--- config.mk ---
export PLATFORM = sky130hd
export DESIGN_NAME = wb_stage_regfile_flat
export DESIGN_NICKNAME = d
export VERILOG_FILES = /design/src/rtl/wb_stage_regfile_if.sv /design/src/rtl/wb_stage_regfile.sv /design/src/flat_wrapper.sv
export SDC_FILE = /design/constraint.sdc
export NUM_CORES = 2
export LEC_CHECK = 0
export CAP_MARGIN = 25
export CORE_ASPECT_RATIO = 1.75
export CORE_MARGIN = 1
export CORE_UTILIZATION = 40
export DETAILED_ROUTE_END_ITERATION = 6
export PLACE_DENSITY = 0.69
export SETUP_SLACK_MARGIN = 0.05
export SLEW_MARGIN = 0
export SYNTH_ARGS = -nofsm -noshare
export SYNTH_HDL_FRONTEND = slang
export SYNTH_SLANG_ARGS = --single-unit
--- constraint.sdc ---
create_clock -name clk -period 105.2 [get_ports clk]
set_input_delay 15.78 -clock clk [delete_from_list [all_inputs] [get_ports clk]]
set_output_delay 15.78 -clock clk [all_outputs]
set_load 0.03 [all_outputs]
--- src/rtl/wb_stage_regfile_if.sv ---
// MEM/WB slot bundle plus the ID/EX read ports served by the writeback stage.
// master: upstream pipeline (drives the slot and read addresses)
// slave : wb_stage_regfile (returns read data, forwarding value, retire trace)
interface wb_stage_regfile_if #(
   parameter int XLEN = 32
);
   logic            wb_valid;
   logic            wb_stall;
   logic            wb_reg_we;
   logic [4:0]      wb_rd_addr;
   logic            wb_sel_mem;
   logic [XLEN-1:0] wb_alu_data;
   logic            wb_mem_read;
   logic [XLEN-1:0] wb_mem_rdata;
   logic [2:0]      wb_funct3;
   logic            wb_csr_we;
   logic [11:0]     wb_csr_addr;
   logic [XLEN-1:0] wb_csr_wdata;
   logic [XLEN-1:0] wb_pc;
   logic [4:0]      rs1_addr;
   logic [4:0]      rs2_addr;
   logic [XLEN-1:0] rs1_data;
   logic [XLEN-1:0] rs2_data;
   logic [11:0]     csr_raddr;
   logic [XLEN-1:0] csr_rdata;
   logic [XLEN-1:0] wb_result;
   logic [XLEN-1:0] retire_pc;

   modport master (
      output wb_valid, wb_stall, wb_reg_we, wb_rd_addr, wb_sel_mem, wb_alu_data,
             wb_mem_read, wb_mem_rdata, wb_funct3, wb_csr_we, wb_csr_addr,
             wb_csr_wdata, wb_pc, rs1_addr, rs2_addr, csr_raddr,
      input  rs1_data, rs2_data, csr_rdata, wb_result, retire_pc
   );

   modport slave (
      input  wb_valid, wb_stall, wb_reg_we, wb_rd_addr, wb_sel_mem, wb_alu_data,
             wb_mem_read, wb_mem_rdata, wb_funct3, wb_csr_we, wb_csr_addr,
             wb_csr_wdata, wb_pc, rs1_addr, rs2_addr, csr_raddr,
      output rs1_data, rs2_data, csr_rdata, wb_result, retire_pc
   );
endinterface

--- src/rtl/wb_stage_regfile.sv ---
// Writeback stage of the 5-stage RV32I core.
// - Selects the writeback value (ALU result or extracted/extended load data).
// - Owns the 32x32 integer register file (2 combinational read ports with
//   same-cycle write bypass) and a small machine CSR bank with 64-bit
//   mcycle/minstret counters.
// - Exports retire_pc, the PC of the last committed instruction.
// Ports:
//   clk, rst  : core clock, asynchronous active-high reset
//   bus.slave : MEM/WB slot inputs, rs1/rs2/csr read ports, wb_result, retire_pc
module wb_stage_regfile #(
   parameter int          XLEN      = 32,
   parameter logic [31:0] RESET_PC  = 32'h0,
   parameter logic [31:0] MTVEC_RST = 32'h0
) (
   input logic                 clk,
   input logic                 rst,
   wb_stage_regfile_if.slave   bus
);
   localparam logic [11:0] CSR_MSTATUS  = 12'h300;
   localparam logic [11:0] CSR_MIE      = 12'h304;
   localparam logic [11:0] CSR_MTVEC    = 12'h305;
   localparam logic [11:0] CSR_MEPC     = 12'h341;
   localparam logic [11:0] CSR_MCAUSE   = 12'h342;
   localparam logic [11:0] CSR_MCYCLE   = 12'hB00;
   localparam logic [11:0] CSR_MCYCLEH  = 12'hB80;
   localparam logic [11:0] CSR_MINSTR   = 12'hB02;
   localparam logic [11:0] CSR_MINSTRH  = 12'hB82;

   logic            commit;
   logic [XLEN-1:0] load_data;
   logic [XLEN-1:0] result;
   logic [XLEN-1:0] regs [0:31];

   logic [XLEN-1:0] mstatus, mie, mtvec, mepc, mcause;
   logic [2*XLEN-1:0] mcycle, minstret;
   logic [2*XLEN-1:0] mcycle_inc, minstret_inc;
   logic [2*XLEN-1:0] mcycle_nxt, minstret_nxt;
   logic            csr_wr;
   logic [XLEN-1:0] csr_wval;
   logic            csr_mapped;
   logic [XLEN-1:0] csr_stored;

   assign commit = bus.wb_valid & ~bus.wb_stall;
   assign csr_wr = commit & bus.wb_csr_we;

   // ---------------- load extract ----------------
   logic [1:0]  off;
   logic [7:0]  ld_byte;
   logic [15:0] ld_half;

   assign off     = bus.wb_alu_data[1:0];
   assign ld_byte = bus.wb_mem_rdata[{off, 3'b000} +: 8];
   assign ld_half = bus.wb_mem_rdata[{off[1], 4'b0000} +: 16];

   always_comb begin
      load_data = bus.wb_mem_rdata;
      case (bus.wb_funct3)
         3'b000:  load_data = {{(XLEN-8){ld_byte[7]}}, ld_byte};
         3'b001:  load_data = {{(XLEN-16){ld_half[15]}}, ld_half};
         3'b100:  load_data = {{(XLEN-8){1'b0}}, ld_byte};
         3'b101:  load_data = {{(XLEN-16){1'b0}}, ld_half};
         default: load_data = bus.wb_mem_rdata;
      endcase
   end

   assign result        = (bus.wb_sel_mem & bus.wb_mem_read) ? load_data : bus.wb_alu_data;
   assign bus.wb_result = result;

   // ---------------- integer register file ----------------
   logic rf_wr;
   assign rf_wr = commit & bus.wb_reg_we & (bus.wb_rd_addr != 5'd0);

   always_ff @(posedge clk or posedge rst) begin
      if (rst) begin
         for (int i = 0; i < 32; i++) regs[i] <= '0;
      end else if (rf_wr) begin
         regs[bus.wb_rd_addr] <= result;
      end
   end

   // x0 is never written, but force zero anyway so reads never depend on storage
   always_comb begin
      if (bus.rs1_addr == 5'd0)                     bus.rs1_data = '0;
      else if (rf_wr && bus.wb_rd_addr == bus.rs1_addr) bus.rs1_data = result;
      else                                          bus.rs1_data = regs[bus.rs1_addr];
   end

   always_comb begin
      if (bus.rs2_addr == 5'd0)                     bus.rs2_data = '0;
      else if (rf_wr && bus.wb_rd_addr == bus.rs2_addr) bus.rs2_data = result;
      else                                          bus.rs2_data = regs[bus.rs2_addr];
   end

   // ---------------- CSR bank ----------------
   // Trap vector and return PC are word aligned; low bits are hardwired to 0,
   // so the bypassed value is masked the same way as the stored one.
   always_comb begin
      csr_wval = bus.wb_csr_wdata;
      if (bus.wb_csr_addr == CSR_MTVEC || bus.wb_csr_addr == CSR_MEPC)
         csr_wval[1:0] = 2'b00;
   end

   assign mcycle_inc   = mcycle + 1'b1;
   assign minstret_inc = minstret + 1'b1;

   // Writing a counter half replaces that half's increment. Writing the low
   // half also drops the carry into the high half (high half holds).
   always_comb begin
      mcycle_nxt   = mcycle_inc;
      minstret_nxt = commit ? minstret_inc : minstret;
      if (csr_wr) begin
         case (bus.wb_csr_addr)
            CSR_MCYCLE:  mcycle_nxt   = {mcycle[2*XLEN-1:XLEN], csr_wval};
            CSR_MCYCLEH: mcycle_nxt   = {csr_wval, mcycle_inc[XLEN-1:0]};
            CSR_MINSTR:  minstret_nxt = {minstret[2*XLEN-1:XLEN], csr_wval};
            CSR_MINSTRH: minstret_nxt = {csr_wval, minstret_inc[XLEN-1:0]};
            default: ;
         endcase
      end
   end

   always_ff @(posedge clk or posedge rst) begin
      if (rst) begin
         mstatus  <= '0;
         mie      <= '0;
         mtvec    <= {MTVEC_RST[XLEN-1:2], 2'b00};
         mepc     <= '0;
         mcause   <= '0;
         mcycle   <= '0;
         minstret <= '0;
      end else begin
         mcycle   <= mcycle_nxt;
         minstret <= minstret_nxt;
         if (csr_wr) begin
            case (bus.wb_csr_addr)
               CSR_MSTATUS: mstatus <= csr_wval;
               CSR_MIE:     mie     <= csr_wval;
               CSR_MTVEC:   mtvec   <= csr_wval;
               CSR_MEPC:    mepc    <= csr_wval;
               CSR_MCAUSE:  mcause  <= csr_wval;
               default: ;
            endcase
         end
      end
   end

   always_comb begin
      csr_mapped = 1'b1;
      csr_stored = '0;
      case (bus.csr_raddr)
         CSR_MSTATUS: csr_stored = mstatus;
         CSR_MIE:     csr_stored = mie;
         CSR_MTVEC:   csr_stored = mtvec;
         CSR_MEPC:    csr_stored = mepc;
         CSR_MCAUSE:  csr_stored = mcause;
         CSR_MCYCLE:  csr_stored = mcycle[XLEN-1:0];
         CSR_MCYCLEH: csr_stored = mcycle[2*XLEN-1:XLEN];
         CSR_MINSTR:  csr_stored = minstret[XLEN-1:0];
         CSR_MINSTRH: csr_stored = minstret[2*XLEN-1:XLEN];
         default:     csr_mapped = 1'b0;
      endcase
   end

   // Bypass only for mapped addresses so an unmapped write can never leak out.
   always_comb begin
      if (csr_mapped && csr_wr && bus.wb_csr_addr == bus.csr_raddr) bus.csr_rdata = csr_wval;
      else                                                         bus.csr_rdata = csr_stored;
   end

   // ---------------- retire trace ----------------
   always_ff @(posedge clk or posedge rst) begin
      if (rst)         bus.retire_pc <= RESET_PC;
      else if (commit) bus.retire_pc <= bus.wb_pc;
   end
endmodule

--- src/flat_wrapper.sv ---
// flat-port wrapper written by rule: the top's interface ports become plain ports
module wb_stage_regfile_flat 
#(
   parameter int          XLEN      = 32,
   parameter logic [31:0] RESET_PC  = 32'h0,
   parameter logic [31:0] MTVEC_RST = 32'h0
)
  (clk, rst, bus_wb_valid, bus_wb_stall, bus_wb_reg_we, bus_wb_rd_addr, bus_wb_sel_mem, bus_wb_alu_data, bus_wb_mem_read, bus_wb_mem_rdata, bus_wb_funct3, bus_wb_csr_we, bus_wb_csr_addr, bus_wb_csr_wdata, bus_wb_pc, bus_rs1_addr, bus_rs2_addr, bus_csr_raddr, bus_rs1_data, bus_rs2_data, bus_csr_rdata, bus_wb_result, bus_retire_pc);
  wb_stage_regfile_if #(.XLEN(XLEN)) bus_i ();
  input logic clk;
  input logic rst;
  input wire logic [$bits(bus_i.wb_valid)-1:0] bus_wb_valid;
  input wire logic [$bits(bus_i.wb_stall)-1:0] bus_wb_stall;
  input wire logic [$bits(bus_i.wb_reg_we)-1:0] bus_wb_reg_we;
  input wire logic [$bits(bus_i.wb_rd_addr)-1:0] bus_wb_rd_addr;
  input wire logic [$bits(bus_i.wb_sel_mem)-1:0] bus_wb_sel_mem;
  input wire logic [$bits(bus_i.wb_alu_data)-1:0] bus_wb_alu_data;
  input wire logic [$bits(bus_i.wb_mem_read)-1:0] bus_wb_mem_read;
  input wire logic [$bits(bus_i.wb_mem_rdata)-1:0] bus_wb_mem_rdata;
  input wire logic [$bits(bus_i.wb_funct3)-1:0] bus_wb_funct3;
  input wire logic [$bits(bus_i.wb_csr_we)-1:0] bus_wb_csr_we;
  input wire logic [$bits(bus_i.wb_csr_addr)-1:0] bus_wb_csr_addr;
  input wire logic [$bits(bus_i.wb_csr_wdata)-1:0] bus_wb_csr_wdata;
  input wire logic [$bits(bus_i.wb_pc)-1:0] bus_wb_pc;
  input wire logic [$bits(bus_i.rs1_addr)-1:0] bus_rs1_addr;
  input wire logic [$bits(bus_i.rs2_addr)-1:0] bus_rs2_addr;
  input wire logic [$bits(bus_i.csr_raddr)-1:0] bus_csr_raddr;
  output wire logic [$bits(bus_i.rs1_data)-1:0] bus_rs1_data;
  output wire logic [$bits(bus_i.rs2_data)-1:0] bus_rs2_data;
  output wire logic [$bits(bus_i.csr_rdata)-1:0] bus_csr_rdata;
  output wire logic [$bits(bus_i.wb_result)-1:0] bus_wb_result;
  output wire logic [$bits(bus_i.retire_pc)-1:0] bus_retire_pc;
  assign bus_i.wb_valid = bus_wb_valid;
  assign bus_i.wb_stall = bus_wb_stall;
  assign bus_i.wb_reg_we = bus_wb_reg_we;
  assign bus_i.wb_rd_addr = bus_wb_rd_addr;
  assign bus_i.wb_sel_mem = bus_wb_sel_mem;
  assign bus_i.wb_alu_data = bus_wb_alu_data;
  assign bus_i.wb_mem_read = bus_wb_mem_read;
  assign bus_i.wb_mem_rdata = bus_wb_mem_rdata;
  assign bus_i.wb_funct3 = bus_wb_funct3;
  assign bus_i.wb_csr_we = bus_wb_csr_we;
  assign bus_i.wb_csr_addr = bus_wb_csr_addr;
  assign bus_i.wb_csr_wdata = bus_wb_csr_wdata;
  assign bus_i.wb_pc = bus_wb_pc;
  assign bus_i.rs1_addr = bus_rs1_addr;
  assign bus_i.rs2_addr = bus_rs2_addr;
  assign bus_i.csr_raddr = bus_csr_raddr;
  assign bus_rs1_data = bus_i.rs1_data;
  assign bus_rs2_data = bus_i.rs2_data;
  assign bus_csr_rdata = bus_i.csr_rdata;
  assign bus_wb_result = bus_i.wb_result;
  assign bus_retire_pc = bus_i.retire_pc;
  wb_stage_regfile #(.XLEN(XLEN), .RESET_PC(RESET_PC), .MTVEC_RST(MTVEC_RST)) u_core (.clk(clk), .rst(rst), .bus(bus_i));
endmodule
Yosys cells after proc, flatten, opt, wreduce, memory -nomap -nowiden
Index checks and enable logic that the tools add are counted.
{"block": "word_totals", "regBits": 1344, "in_bits": 178, "out_inout_bits": 160, "word_cells": 125}
{"block": "op_classes", "add_sub_neg": 2, "n_lt_le_gt_ge": 4, "eq_ne": 26, "shifts": 2, "mux": 24, "n_bitwise": 9, "n_reduce_logical": 16}
{"operator": "bitwise mux 1024 bit", "n": 1}
{"operator": "2-to-1 mux 32 bit", "n": 11}
{"operator": "binary-select mux 32 bit (select 5 bit)", "n": 2}
{"operator": "case mux 32 bit (9 select lines)", "n": 1}
{"operator": "case mux 64 bit (2 select lines)", "n": 2}
{"operator": "2-to-1 mux 64 bit", "n": 3}
{"operator": "demux 32 bit (select 5 bit)", "n": 1}
{"operator": "adder 64 x 1 -> 64 bit (second input constant)", "n": 2}
{"operator": "case mux 32 bit (4 select lines)", "n": 1}
{"operator": "equality test 12 x 10 -> 1 bit (second input constant)", "n": 10}
{"operator": "equality test 12 bit (second input constant)", "n": 8}
{"operator": "indexed part select 32 x 6 -> 16 bit", "n": 1}
{"operator": "indexed part select 32 x 6 -> 8 bit", "n": 1}
{"operator": ">= comparator 6 bit (second input constant)", "n": 3}
{"operator": "NOT 5 -> 6 bit", "n": 3}
{"operator": "equality test 12 bit", "n": 1}
{"operator": "equality test 5 bit", "n": 2}
{"operator": "logical NOT 5 bit", "n": 2}
{"operator": "AND reduction 2 bit", "n": 5}
{"operator": "OR reduction 9 bit", "n": 1}
{"operator": "equality test 3 bit (second input constant)", "n": 2}
{"operator": "< comparator 6 x 1 -> 1 bit (second input constant)", "n": 1}
{"operator": "AND 1 bit", "n": 5}
{"operator": "logical AND 1 bit", "n": 5}
{"operator": "other kinds (8)", "n": 9}

Longest topological paths before layout
{"block": "depth", "word_depth": 7, "mapped_depth": 10, "depth_no_buf": 7}

Least setup slack after synthesis
OpenSTA, ideal clock, no wires.
{"block": "synth_timing", "path_type": "input to output", "startpoint": "in bus_rs2_addr[0]", "endpoint": "out bus_rs2_data[13]", "arrival_time_ps": 18142, "required_time_ps": 89420, "setup_slack_ps": 71278, "stages": 10, "n_path_buf": 5, "cell_sequence": "buf_2 > buf_2 > buf_2 > buf_2 > and3_1 > clkbuf_1 > a22oi_1 > nand4_1 > nor2_1 > a211oi_1"}
{"block": "synth_between", "elab_chain_len": 6, "word_cells_on_any_way": 9, "classes_between": "eq/ne: 1; mux: 5; bitwise: 1; reduce/logical: 2"}
{"element": "from (decl)", "line_no": "flat_wrapper.sv:26", "text": "input wire logic [$bits(bus_i.rs2_addr)-1:0] bus_rs2_addr;"}
{"element": "NOT 5 -> 6 bit (implied by the code)", "line_no": "wb_stage_regfile.sv:91", "text": "else bus.rs2_data = regs[bus.rs2_addr];"}
{"element": "binary-select mux 32 bit (select 5 bit)", "line_no": "wb_stage_regfile.sv:91"}
{"element": "2-to-1 mux 32 bit (implied by the code) (2 in series)", "line_no": "wb_stage_regfile.sv:91"}
{"element": "2-to-1 mux 32 bit", "line_no": "wb_stage_regfile.sv:90", "text": "else if (rf_wr && bus.wb_rd_addr == bus.rs2_addr) bus.rs2_data = result;"}
{"element": "2-to-1 mux 32 bit *", "line_no": "wb_stage_regfile.sv:89", "text": "if (bus.rs2_addr == 5'd0) bus.rs2_data = '0;"}
{"element": "to (decl)", "line_no": "flat_wrapper.sv:29", "text": "output wire logic [$bits(bus_i.rs2_data)-1:0] bus_rs2_data;"}
Mark *: on every way between the ends. The rest lies on a longest branch, timed or not. The select of a mux whose other input is x is not followed.

Worst setup path in the final report
{"block": "layout_timing", "startpoint": "in bus_rs1_addr[1]", "endpoint": "out bus_rs1_data[21]"}
{"block": "layout_between", "elab_chain_len": 6, "word_cells_on_any_way": 9, "classes_between": "eq/ne: 1; mux: 5; bitwise: 1; reduce/logical: 2"}
{"element": "from (decl)", "line_no": "flat_wrapper.sv:25", "text": "input wire logic [$bits(bus_i.rs1_addr)-1:0] bus_rs1_addr;"}
{"element": "NOT 5 -> 6 bit (implied by the code)", "line_no": "wb_stage_regfile.sv:85", "text": "else bus.rs1_data = regs[bus.rs1_addr];"}
{"element": "binary-select mux 32 bit (select 5 bit)", "line_no": "wb_stage_regfile.sv:85"}
{"element": "2-to-1 mux 32 bit (implied by the code) (2 in series)", "line_no": "wb_stage_regfile.sv:85"}
{"element": "2-to-1 mux 32 bit", "line_no": "wb_stage_regfile.sv:84", "text": "else if (rf_wr && bus.wb_rd_addr == bus.rs1_addr) bus.rs1_data = result;"}
{"element": "2-to-1 mux 32 bit *", "line_no": "wb_stage_regfile.sv:83", "text": "if (bus.rs1_addr == 5'd0) bus.rs1_data = '0;"}
{"element": "to (decl)", "line_no": "flat_wrapper.sv:28", "text": "output wire logic [$bits(bus_i.rs1_data)-1:0] bus_rs1_data;"}
Marked as above.

==> impl_metrics.csv <==
group,metric,value,unit
power_and_ir_drop,share_comb_of_total_power,14.6,%
placed_design,portBuffers,337,
clocking,hold_buffers,0,
setup_path,critPathKind,"in -> out",
logic_synthesis,synthTopCellsByArea,"dfrtp_1 47%, mux4_2 13%, nand2_1 8.0%, o21ai_0 7.8%, mux2i_1 3.4%",
timing,setup-violations-final,0,
floorplan,die_x,323,µm
placed_design,hpwlAfterDp,181000,µm
placed_design,gp_congestion,1.01,
drt,ant_nets,0,
clocking,cts_buffer_depth,4,
clocking,cts_setup_buffers,0,
clocking,cts.repair.resized,0,
logic_synthesis,async_flop_share,100,%
logic_synthesis,synth_seq_area_share,46.6,%
power_and_ir_drop,p_seq_share,45.7,%
logic_synthesis,synth-seq-cells,1344,
clocking,root_buffer,"clkbuf_16",
drt,vias,61816,
clocking,htreeDepth,4,
floorplan,io-pin-count,338,
drt,wl,282000,µm
logic_synthesis,synthTopCellsByCount,"1539 x nand2_1, 1344 x dfrtp_1, 1125 x o21ai_0, 550 x clkbuf_1, 409 x mux4_2",
power_and_ir_drop,max-vdd-ir-drop,0.0155,mV
timing,rsz0062_at_grt,"no",
layout,drive_gt1_share,15.4,%
global_routing,grt_max_degree,193,
timing,min_period_over_period,35.3,%
layout,final_util,46.0,%
timing,fmax,0.0269,GHz
floorplan,rows,206,
logic_synthesis,yosysWarningCount,0,
logic_synthesis,synth_nets,7370,
drt,wl_per_cell,29.1,µm
timing,slew_viol_final,0,
layout,fin_nets,7343,
clocking,clk_latency,0.79,ns
clocking,cts_sinks,1344,
power_and_ir_drop,p_clk_share,39.6,%
setup_path,critPathMaxFanout,56,
logic_synthesis,synth_edf_count,0,
hold_path,min_path_type,"reg -> reg",
power_and_ir_drop,p_leak,35.0,nW
global_routing,antenna_found_initial,18,
logic_synthesis,synth_cells,7190,
timing,relSlewSlack,20.7,%
clocking,clk_pin_slew,0.06,ns
power_and_ir_drop,power.share.switching,28.6,%
global_routing,grt_overflow,0,
clocking,numCtsBuffers,143,
drt,drt-pass1-iter-count,7,
floorplan,core_area,0.180,mm²
setup_path,crit_arrival,21.37,ns
clocking,cts_tree,"yes",
timing,setup_tns,0,ns
logic_synthesis,synth.most_common_cell,"nand2_1",
logic_synthesis,synth_area,0.0722,mm²
layout,area_delta_synth_final,14.4,%
job,drv_cap,0,
drt,drt_iter0_drc,6777,
setup_path,critPathCaptureType,"output pin",
power_and_ir_drop,power_switching,0.367,mW
drt,vias_per_cell,6.39,
timing,finalCriticalPeriod,37.15,ns
global_routing,grt.total_usage,30.6,%
logic_synthesis,synth.avg_cell_area,10.0,µm²
floorplan,die_h,564,µm
global_routing,grt_pass1_wl,409000,µm
logic_synthesis,synth.top_cell.area_share,46.6,%
setup_path,crit_path_start_kind,"input pin",
logic_synthesis,synth_top_cell_by_area,"dfrtp_1",
global_routing,grt_pass1_vias,61526,
timing,fin_skew,0.0609,ns
drt,drcViolationCount,9,
timing,hold_viol,0,
power_and_ir_drop,p_int,0.917,mW
floorplan,die_area,0.182,mm²
status,outcome,"complete, but fails checks",
floorplan,start_util,40.2,%
power_and_ir_drop,p_per_area,15.5,mW/mm²
logic_synthesis,synth-main-ff-cell,"dfrtp_1",
logic_synthesis,yosys.cell_types.count,90,
status,violations,"design-rule violations",
setup_path,cp_data_required_time,89.42,ns
timing,tightest_slew,1.19,ns
==> metrics by stage <==
step	instance area (µm²)	total power, mW	instances	hold WS [ns]	setup WS (ns)
floorplan	72200	0.707	7190	0.441	51.53
global placement	77600	0.771	9383	0.377	68.41
detailed placement	77900	0.779	9397	0.384	68.39
CTS	82400	1.29	9646	0.398	68.40
global route	82600	1.33	9662	0.408	68.00
finish	82600	1.28	9667	0.395	68.05
==> power groups by stage <==
| stage | Combinational, mW | Sequential, mW | Clock, mW |
|---|---|---|---|
| after global placement | 0.179 | 0.592 | 0 |
| final | 0.188 | 0.587 | 0.509 |
| after floorplan | 0.119 | 0.588 | 0 |
| after CTS | 0.184 | 0.586 | 0.516 |
| after global routing | 0.202 | 0.591 | 0.533 |
| after detailed placement | 0.183 | 0.595 | 0 |
==> kinds of logic (layout without fill, tap and decap cells) <==
| family | after synthesis | count (layout) | share of synthesized area, % |
|---|---|---|---|
| buffers and inverters | 766 | 843 | 4.25 |
| other | 0 | 8 | 0 |
| XOR/XNOR | 76 | 76 | 0.922 |
| AO/OA/AOI/OAI | 1938 | 1938 | 16.1 |
| multiplexers | 813 | 813 | 18.6 |
| AND/OR/NAND/NOR | 2251 | 2251 | 13.5 |
| flip-flops | 1344 | 1344 | 46.6 |
| adder cells (fa/ha/maj) | 2 | 2 | 0.0346 |
==> worst paths after layout <==
kind	from	end	slack, ns	depth (start not counted)
min in group asynchronous	rst	u_core.regs[166]$_DFFE_PP0P_	15.54	2
worst max register to register	u_core.minstret[4]$_DFF_PP0_	u_core.minstret[59]$_DFFE_PP0P_	101.62	6
worst max-delay path	bus_rs1_addr[1]	bus_rs1_data[21]	68.05	10
max in group asynchronous	rst	u_core.regs[822]$_DFFE_PP0P_	84.75	7
worst min-delay path	u_core.regs[1023]$_DFFE_PP0P_	u_core.regs[1023]$_DFFE_PP0P_	0.39	0
worst min register to register	u_core.regs[1023]$_DFFE_PP0P_	u_core.regs[1023]$_DFFE_PP0P_	0.39	0
==> layout make-up <==
cell class	instances	area [µm²]
timing repair buffer	539	5250
clock buffer	204	4100
fill	16614	97000
antenna	8	20.0
clock inverter	45	450
sequential	1344	33600
tap	2392	2990
multi-input combinational	5080	36000
inverter	55	214
==> critical path, cell delays in order <==
cell,delay [ns]
buf_8,0.46
buf_4,0.68
buf_4,0.81
buf_4,0.82
mux4_2,0.36
o2111ai_1,0.13
a21oi_1,0.24
a211oi_1,0.11
a211oi_1,0.90
clkdlybuf4s50_1,0.85
==> flip-flops by register name (all words and copies together) (netlist names) <==
| signal | count |
|---|---|
| u_core.bus.retire_pc | 32 |
| u_core.mcause | 32 |
| u_core.mcycle | 64 |
| u_core.mepc | 32 |
| u_core.mie | 32 |
| u_core.minstret | 64 |
| u_core.mstatus | 32 |
| u_core.mtvec | 32 |
| u_core.regs | 1024 |
==> routing by layer <==
metal / GRT usage [%] / wire length, µm / up-vias
met5: 0 / 109 / -
met4: 29.5 / 30800 / 16
met3: 7.01 / 25800 / 1416
met2: 50.2 / 135000 / 4035
met1: 32.0 / 90200 / 30330
li1: - / - / 26019
==> layout by cell type, fill, tap and decap left out, drive strengths merged, types with 29 or more instances in the layout <==
cell / synthesis / final
mux4: 409 / 409
mux2i: 244 / 244
buf: 159 / 207
dfrtp: 1344 / 1344
xor2: 48 / 48
a22o: 52 / 52
inv: 54 / 61
o211ai: 50 / 50
nor3: 95 / 95
nor2: 192 / 192
nand4: 67 / 67
a31oi: 36 / 36
nor4: 29 / 29
o22ai: 29 / 29
nand3: 109 / 109
mux2: 160 / 160
a211oi: 87 / 87
a22oi: 222 / 222
and2: 33 / 33
clkdlybuf4s50: 0 / 330
a221oi: 33 / 33
nand2: 1539 / 1539
clkbuf: 552 / 206
a21oi: 134 / 134
o21ai: 1140 / 1140
and3: 37 / 37
No activity file was read; power rests on OpenSTA's default activity.
